--- config.mk ---
export PLATFORM = sky130hd
export DESIGN_NAME = spi_ahb_fifo_bridge
export DESIGN_NICKNAME = d
export VERILOG_FILES = /design/src/rtl/spi_ahb_fifo_bridge.sv
export SDC_FILE = /design/constraint.sdc
export NUM_CORES = 1
export LEC_CHECK = 0
export ABC_AREA = 1
export CAP_MARGIN = 0
export CORE_MARGIN = 4
export CORE_UTILIZATION = 43
export DETAILED_ROUTE_END_ITERATION = 7
export PLACE_DENSITY = 0.76
export SYNTH_ARGS = -nofsm -noshare
export SYNTH_HDL_FRONTEND = slang
export SYNTH_SLANG_ARGS = --single-unit
export TNS_END_PERCENT = 30
--- constraint.sdc ---
create_clock -name clk -period 2.1 [get_ports clk]
set_input_delay 0.42 -clock clk [delete_from_list [all_inputs] [get_ports clk]]
set_output_delay 0.42 -clock clk [all_outputs]
set_load 0.01 [all_outputs]
--- src/rtl/spi_ahb_fifo_bridge.sv ---
// AHB-Lite slave bridging bus words to a byte-level SPI master core through
// TX/RX FIFOs, with a launcher FSM driving the spi_ready_send/spi_busy handshake.

module spi_ahb_fifo_bridge_fifo #(
  parameter int W     = 8,
  parameter int DEPTH = 4
) (
  input  logic                     clk,
  input  logic                     rst,
  input  logic                     flush,
  input  logic                     push,
  input  logic                     pop,
  input  logic [W-1:0]             wdata,
  output logic [W-1:0]             rdata,
  output logic [$clog2(DEPTH):0]   count,
  output logic                     full,
  output logic                     empty
);
  localparam int AW = $clog2(DEPTH);
  localparam logic [AW:0] CNT_ONE  = (AW+1)'(1);
  localparam logic [AW:0] CNT_FULL = (AW+1)'(DEPTH);

  logic [W-1:0]  mem [DEPTH];
  logic [AW-1:0] wr_ptr, rd_ptr;
  logic          do_push, do_pop;

  assign empty   = (count == '0);
  assign full    = (count == CNT_FULL);
  assign do_pop  = pop && !empty;
  // A pop in the same cycle frees the slot, so a full FIFO still accepts the push.
  assign do_push = push && (!full || do_pop);
  assign rdata   = mem[rd_ptr];

  always_ff @(posedge clk) begin
    if (rst || flush) begin
      wr_ptr <= '0;
      rd_ptr <= '0;
      count  <= '0;
    end else begin
      if (do_push) wr_ptr <= wr_ptr + AW'(1);
      if (do_pop)  rd_ptr <= rd_ptr + AW'(1);
      case ({do_push, do_pop})
        2'b10:   count <= count + CNT_ONE;
        2'b01:   count <= count - CNT_ONE;
        default: ;
      endcase
    end
  end

  // NOTE: storage is deliberately not reset; empty/count gate every read of it.
  always_ff @(posedge clk) begin
    if (do_push && !flush) mem[wr_ptr] <= wdata;
  end
endmodule

module spi_ahb_fifo_bridge #(
  parameter int DATA_W   = 8,
  parameter int TX_DEPTH = 4,
  parameter int RX_DEPTH = 4
) (
  input  logic              clk,
  input  logic              rst,
  input  logic              hsel,
  input  logic [1:0]        htrans,
  input  logic              hwrite,
  input  logic [31:0]       haddr,
  input  logic [31:0]       hwdata,
  output logic [31:0]       hrdata,
  output logic              hready,
  input  logic [DATA_W-1:0] spi_data_out,
  input  logic              spi_busy,
  output logic [DATA_W-1:0] spi_data_in,
  output logic              spi_ready_send
);
  localparam int TCW = $clog2(TX_DEPTH) + 1;
  localparam int RCW = $clog2(RX_DEPTH) + 1;

  typedef enum logic [1:0] {IDLE, REQ, XFER} launch_state_t;

  launch_state_t     state;
  logic              a_vld, a_wr;
  logic [1:0]        a_reg;
  logic              busy_q, rx_en, tx_ovf, rx_ovf;

  logic              wr_data, rd_data, wr_ctrl, flush, ovf_clr;
  logic              launch, capture, rx_pop, tx_ovf_set, rx_ovf_set;
  logic [DATA_W-1:0] tx_head, rx_head;
  logic [TCW-1:0]    tx_count;
  logic [RCW-1:0]    rx_count;
  logic              tx_full, tx_empty, rx_full, rx_empty;
  logic              unused_bits;

  assign hready      = 1'b1;
  assign unused_bits = ^{haddr[31:4], haddr[1:0], htrans[0], hwdata};

  always_ff @(posedge clk) begin
    if (rst) begin
      a_vld <= 1'b0;
      a_wr  <= 1'b0;
      a_reg <= 2'd0;
    end else begin
      a_vld <= hsel && htrans[1] && hready;
      if (hsel && htrans[1] && hready) begin
        a_wr  <= hwrite;
        a_reg <= haddr[3:2];
      end
    end
  end

  assign wr_data = a_vld &&  a_wr && (a_reg == 2'd0);
  assign rd_data = a_vld && !a_wr && (a_reg == 2'd0);
  assign wr_ctrl = a_vld &&  a_wr && (a_reg == 2'd2);
  assign flush   = wr_ctrl && hwdata[2];
  assign ovf_clr = wr_ctrl && hwdata[1];

  // Launches are suppressed during a flush so a discarded word is never sent.
  assign launch     = (state == IDLE) && !tx_empty && !spi_busy && !flush;
  assign capture    = busy_q && !spi_busy && rx_en;
  assign rx_pop     = rd_data && !rx_empty;
  assign tx_ovf_set = wr_data && !flush && tx_full && !launch;
  assign rx_ovf_set = capture && !flush && rx_full && !rx_pop;

  spi_ahb_fifo_bridge_fifo #(.W(DATA_W), .DEPTH(TX_DEPTH)) u_tx_fifo (
    .clk   (clk),
    .rst   (rst),
    .flush (flush),
    .push  (wr_data && !flush),
    .pop   (launch),
    .wdata (hwdata[DATA_W-1:0]),
    .rdata (tx_head),
    .count (tx_count),
    .full  (tx_full),
    .empty (tx_empty)
  );

  spi_ahb_fifo_bridge_fifo #(.W(DATA_W), .DEPTH(RX_DEPTH)) u_rx_fifo (
    .clk   (clk),
    .rst   (rst),
    .flush (flush),
    .push  (capture && !flush),
    .pop   (rx_pop),
    .wdata (spi_data_out),
    .rdata (rx_head),
    .count (rx_count),
    .full  (rx_full),
    .empty (rx_empty)
  );

  always_ff @(posedge clk) begin
    if (rst) begin
      state          <= IDLE;
      spi_ready_send <= 1'b0;
      spi_data_in    <= '0;
    end else begin
      case (state)
        IDLE: if (launch) begin
          spi_data_in    <= tx_head;
          spi_ready_send <= 1'b1;
          state          <= REQ;
        end
        REQ: if (spi_busy) begin
          spi_ready_send <= 1'b0;
          state          <= XFER;
        end
        XFER: if (!spi_busy) state <= IDLE;
        default: state <= IDLE;
      endcase
    end
  end

  // Overflow flags are sticky; a set in the same cycle as a clear wins.
  always_ff @(posedge clk) begin
    if (rst) begin
      busy_q <= 1'b0;
      rx_en  <= 1'b1;
      tx_ovf <= 1'b0;
      rx_ovf <= 1'b0;
    end else begin
      busy_q <= spi_busy;
      if (wr_ctrl) rx_en <= hwdata[0];
      if (tx_ovf_set)   tx_ovf <= 1'b1;
      else if (ovf_clr) tx_ovf <= 1'b0;
      if (rx_ovf_set)   rx_ovf <= 1'b1;
      else if (ovf_clr) rx_ovf <= 1'b0;
    end
  end

  always_comb begin
    // NOTE: default first so every path assigns hrdata and no latch is inferred.
    hrdata = '0;
    if (a_vld && !a_wr) begin
      case (a_reg)
        2'd0: if (!rx_empty) hrdata[DATA_W-1:0] = rx_head;
        2'd1: hrdata = {8'd0, 8'(rx_count), 8'(tx_count), (state != IDLE), tx_ovf,
                        rx_ovf, spi_busy, rx_empty, rx_full, tx_empty, tx_full};
        2'd2: hrdata = {31'd0, rx_en};
        default: ;
      endcase
    end
  end
endmodule
==> flow_summary.json <==
{
  "status": "finished clean",
  "start_util": 0.441,
  "cp_max_fo": 5,
  "n_fill_cell": 833,
  "startpoint_type": "flop",
  "port_buffers": 46,
  "slowest_stage": "dfxtp_4",
  "detailed_place_hpwl_mm": 6.58,
  "cp_top_family": "simple AND/OR/NAND/NOR gates",
  "drv_cap": 0,
  "use_met2": 0.270,
  "period_share": 0.994,
  "top_usage_layer": "met2",
  "synth_area_per_cell_um2": 10.2,
  "gp_congestion": 0.856,
  "worstPathArrival_ns": 1.67,
  "core_area_mm2": 0.00973,
  "cts_buffers": 9,
  "drive_gt1_frac": 0.225,
  "numClockSinks": 99,
  "powerDensity_mw_per_mm2": 652,
  "dr.pass1.iters": 4,
  "synth-seq-cells": 99,
  "ys_warn_count": 0,
  "cts_buffer_depth": 2,
  "synthesis.area_mm2": 0.00429,
  "hold_buffers": 0,
  "clockRootBuffer": "clkbuf_8",
  "htree_levels": 3,
  "ir_drop_mv": 0.471,
  "hold_class": "reg -> reg",
  "antenna_found_initial": 0,
  "place_inst": 624,
  "use_met3": 0.0444,
  "rows": 36,
  "critPathMaxStageDelay_ns": 0.37,
  "syn_inst": 419,
  "path_buf_inv": 2,
  "grt_overflow_total": 0,
  "hold_viol_final": 0,
  "yosysSeqAreaShare": 0.612,
  "critical_path_class": "reg -> out",
  "cts_tree": "done",
  "drc": 0,
  "end_kind": "output pin",
  "grt_pass1_wl_mm": 14.1,
  "fp.dieW_um": 108,
  "layout.nets": 598,
  "met1_usage": 0.183,
  "fmax_ghz": 0.479,
  "p_leak_uw": 0.00202,
  "required_ns": 1.68,
  "viasPerCell": 4.83,
  "setup-tns-final_ns": 0,
  "instances_no_fill": 645,
  "grt_use_total": 0.156,
  "slew_violations": 0,
  "min_period_ns": 2.09,
  "synth_cell_types": 29,
  "drtIter0Drc": 221,
  "cp_cell_sequence": "nor2_2 > nand2_2 > nor2_4 > buf_6 > nand2_1 > o21ai_0 > clkdlybuf4s15_2",
  "setup_viol": 0,
  "clk-insertion-delay-late_ns": 0.36,
  "holdCritStartpoint": "spi_ready_send",
  "ios": 121,
  "via_count": 3118,
  "critPathLaunch": "a_reg[0]",
  "finalWirelength_mm": 9.04,
  "diodes": 0,
  "grt_pass1_vias": 3077,
  "die-area_mm2": 0.0116,
  "crit-reg2reg-launch": "a_reg[0]",
  "synthToLayoutAreaGrowth_pct": 24.8,
  "fin_skew_ns": 0.0113,
  "die_h_um": 108,
  "grt_max_degree": 19,
  "rsz0062_at_grt": "true",
  "antenna_left": 0,
  "reg_top3": "u_rx_fifo.mem (32), u_tx_fifo.mem (32), spi_data_in (8)",
  "routedWlPerCell_um": 14.0,
  "cts.reportedPaths.clkPinSlew_ns": 0.10
}
==> power breakdown <==
part	switching, uW	internal [uW]
Combinational	143	114
Clock	667	454
Sequential	16.1	2090
Total	825	2660
==> metrics by stage <==
stage               hold WS [ns]  cell area (um^2)   util  setup slack, ns  power [uW]
global placement           0.455              5070  0.521           -0.456        2390
floorplan                  0.436              4350      -           0.0494        2290
detailed placement         0.462              5070  0.521           -0.532        2390
global route               0.499              5350  0.550          -0.0836        3610
finish                     0.474              5350  0.550           0.0136        3490
CTS                        0.476              5260  0.541          -0.0413        3500
==> what timing repair did <==
| item | in CTS | in global routing |
|---|---|---|
| pin swaps | 2 | 10 |
| gates cloned | 0 | 1 |
| buffers inserted | 0 | 4 |
| setup endpoints to repair | 18 | 15 |
| resized for setup | 39 | 40 |
==> placed cells by master, fill, tap and decap left out, types with 5 or more instances in the layout <==
cell type | Yosys | routed
dfxtp_1 | 35 | 32
o21ai_0 | 40 | 35
clkbuf_8 | 0 | 9
a21oi_2 | 1 | 5
clkbuf_2 | 0 | 5
buf_4 | 22 | 42
nand3_1 | 14 | 14
o21ai_1 | 8 | 12
conb_1 | 2 | 19
nor2_1 | 79 | 74
clkdlybuf4s50_1 | 0 | 30
nand2_1 | 38 | 35
inv_1 | 33 | 28
nor2_2 | 5 | 8
inv_2 | 6 | 9
a21oi_1 | 21 | 17
o22ai_1 | 14 | 14
nand2_2 | 3 | 5
edfxtp_1 | 64 | 64
dlygate4sd2_1 | 0 | 7
ha_1 | 10 | 8
==> cell usage after synthesis, drive strengths merged <==
| master | instances | area share |
|---|---|---|
| a22o | 3 | 0.0061 |
| nor2 | 86 | 0.082 |
| nor3 | 1 | 0.0023 |
| nand3 | 16 | 0.023 |
| inv | 39 | 0.034 |
| xor2 | 2 | 0.0041 |
| a21oi | 22 | 0.027 |
| nand2 | 43 | 0.043 |
| fa | 2 | 0.0093 |
| buf | 27 | 0.046 |
| clkbuf | 4 | 0.0035 |
| o21ai | 48 | 0.056 |
| edfxtp | 64 | 0.45 |
| dfxtp | 35 | 0.16 |
| ha | 10 | 0.029 |
| o22ai | 14 | 0.020 |
| and3 | 1 | 0.0015 |
| conb | 2 | 0.0018 |
==> final cells by class <==
| class | count | area (um^2) | area share |
|---|---|---|---|
| flip-flops and latches | 99 | 2630 | 0.492 |
| inverters | 39 | 151 | 0.0283 |
| repair buffers | 91 | 767 | 0.143 |
| clock buffers | 10 | 128 | 0.0238 |
| clock inverters | 6 | 53.8 | 0.0101 |
| multi-input cells | 267 | 1450 | 0.272 |
| well taps | 133 | 166 | 0.0311 |
==> worst min-delay path: cells and delay by family, from the launching register on <==
kind | cells | cell delay (ns)
flip-flops | 1 | 0.32
AND/OR/NAND/NOR | 1 | 0.06
AO/OA/AOI/OAI | 1 | 0.06
==> routing by layer <==
layer | share of wire | up-vias
met3 | 0.055 | 12
met4 | 0.020 | 0
met1 | 0.43 | 1469
met5 | 0 | -
met2 | 0.50 | 85
li1 | - | 1552
==> path summary, 6_finish.rpt <==
| kind | end | slack (ns) | depth (start not counted) |
|---|---|---|---|
| max reg2reg | u_tx_fifo.count[2] | 0.08 | 13 |
| min | spi_ready_send | 0.47 | 2 |
| min reg2reg | spi_ready_send | 0.47 | 2 |
| max | hrdata[7] | 0.01 | 7 |
==> cell families after synthesis <==
kind of cell,count (synthesis),synth area share
XOR/XNOR,2,0.00409
adder cells (fa/ha/maj),12,0.0385
AND/OR/NAND/NOR,147,0.151
flip-flops,99,0.612
buffers and inverters,70,0.0835
AO/OA/AOI/OAI,87,0.109
other,2,0.00175
Note: power is estimated with default switching activity, not from simulation.
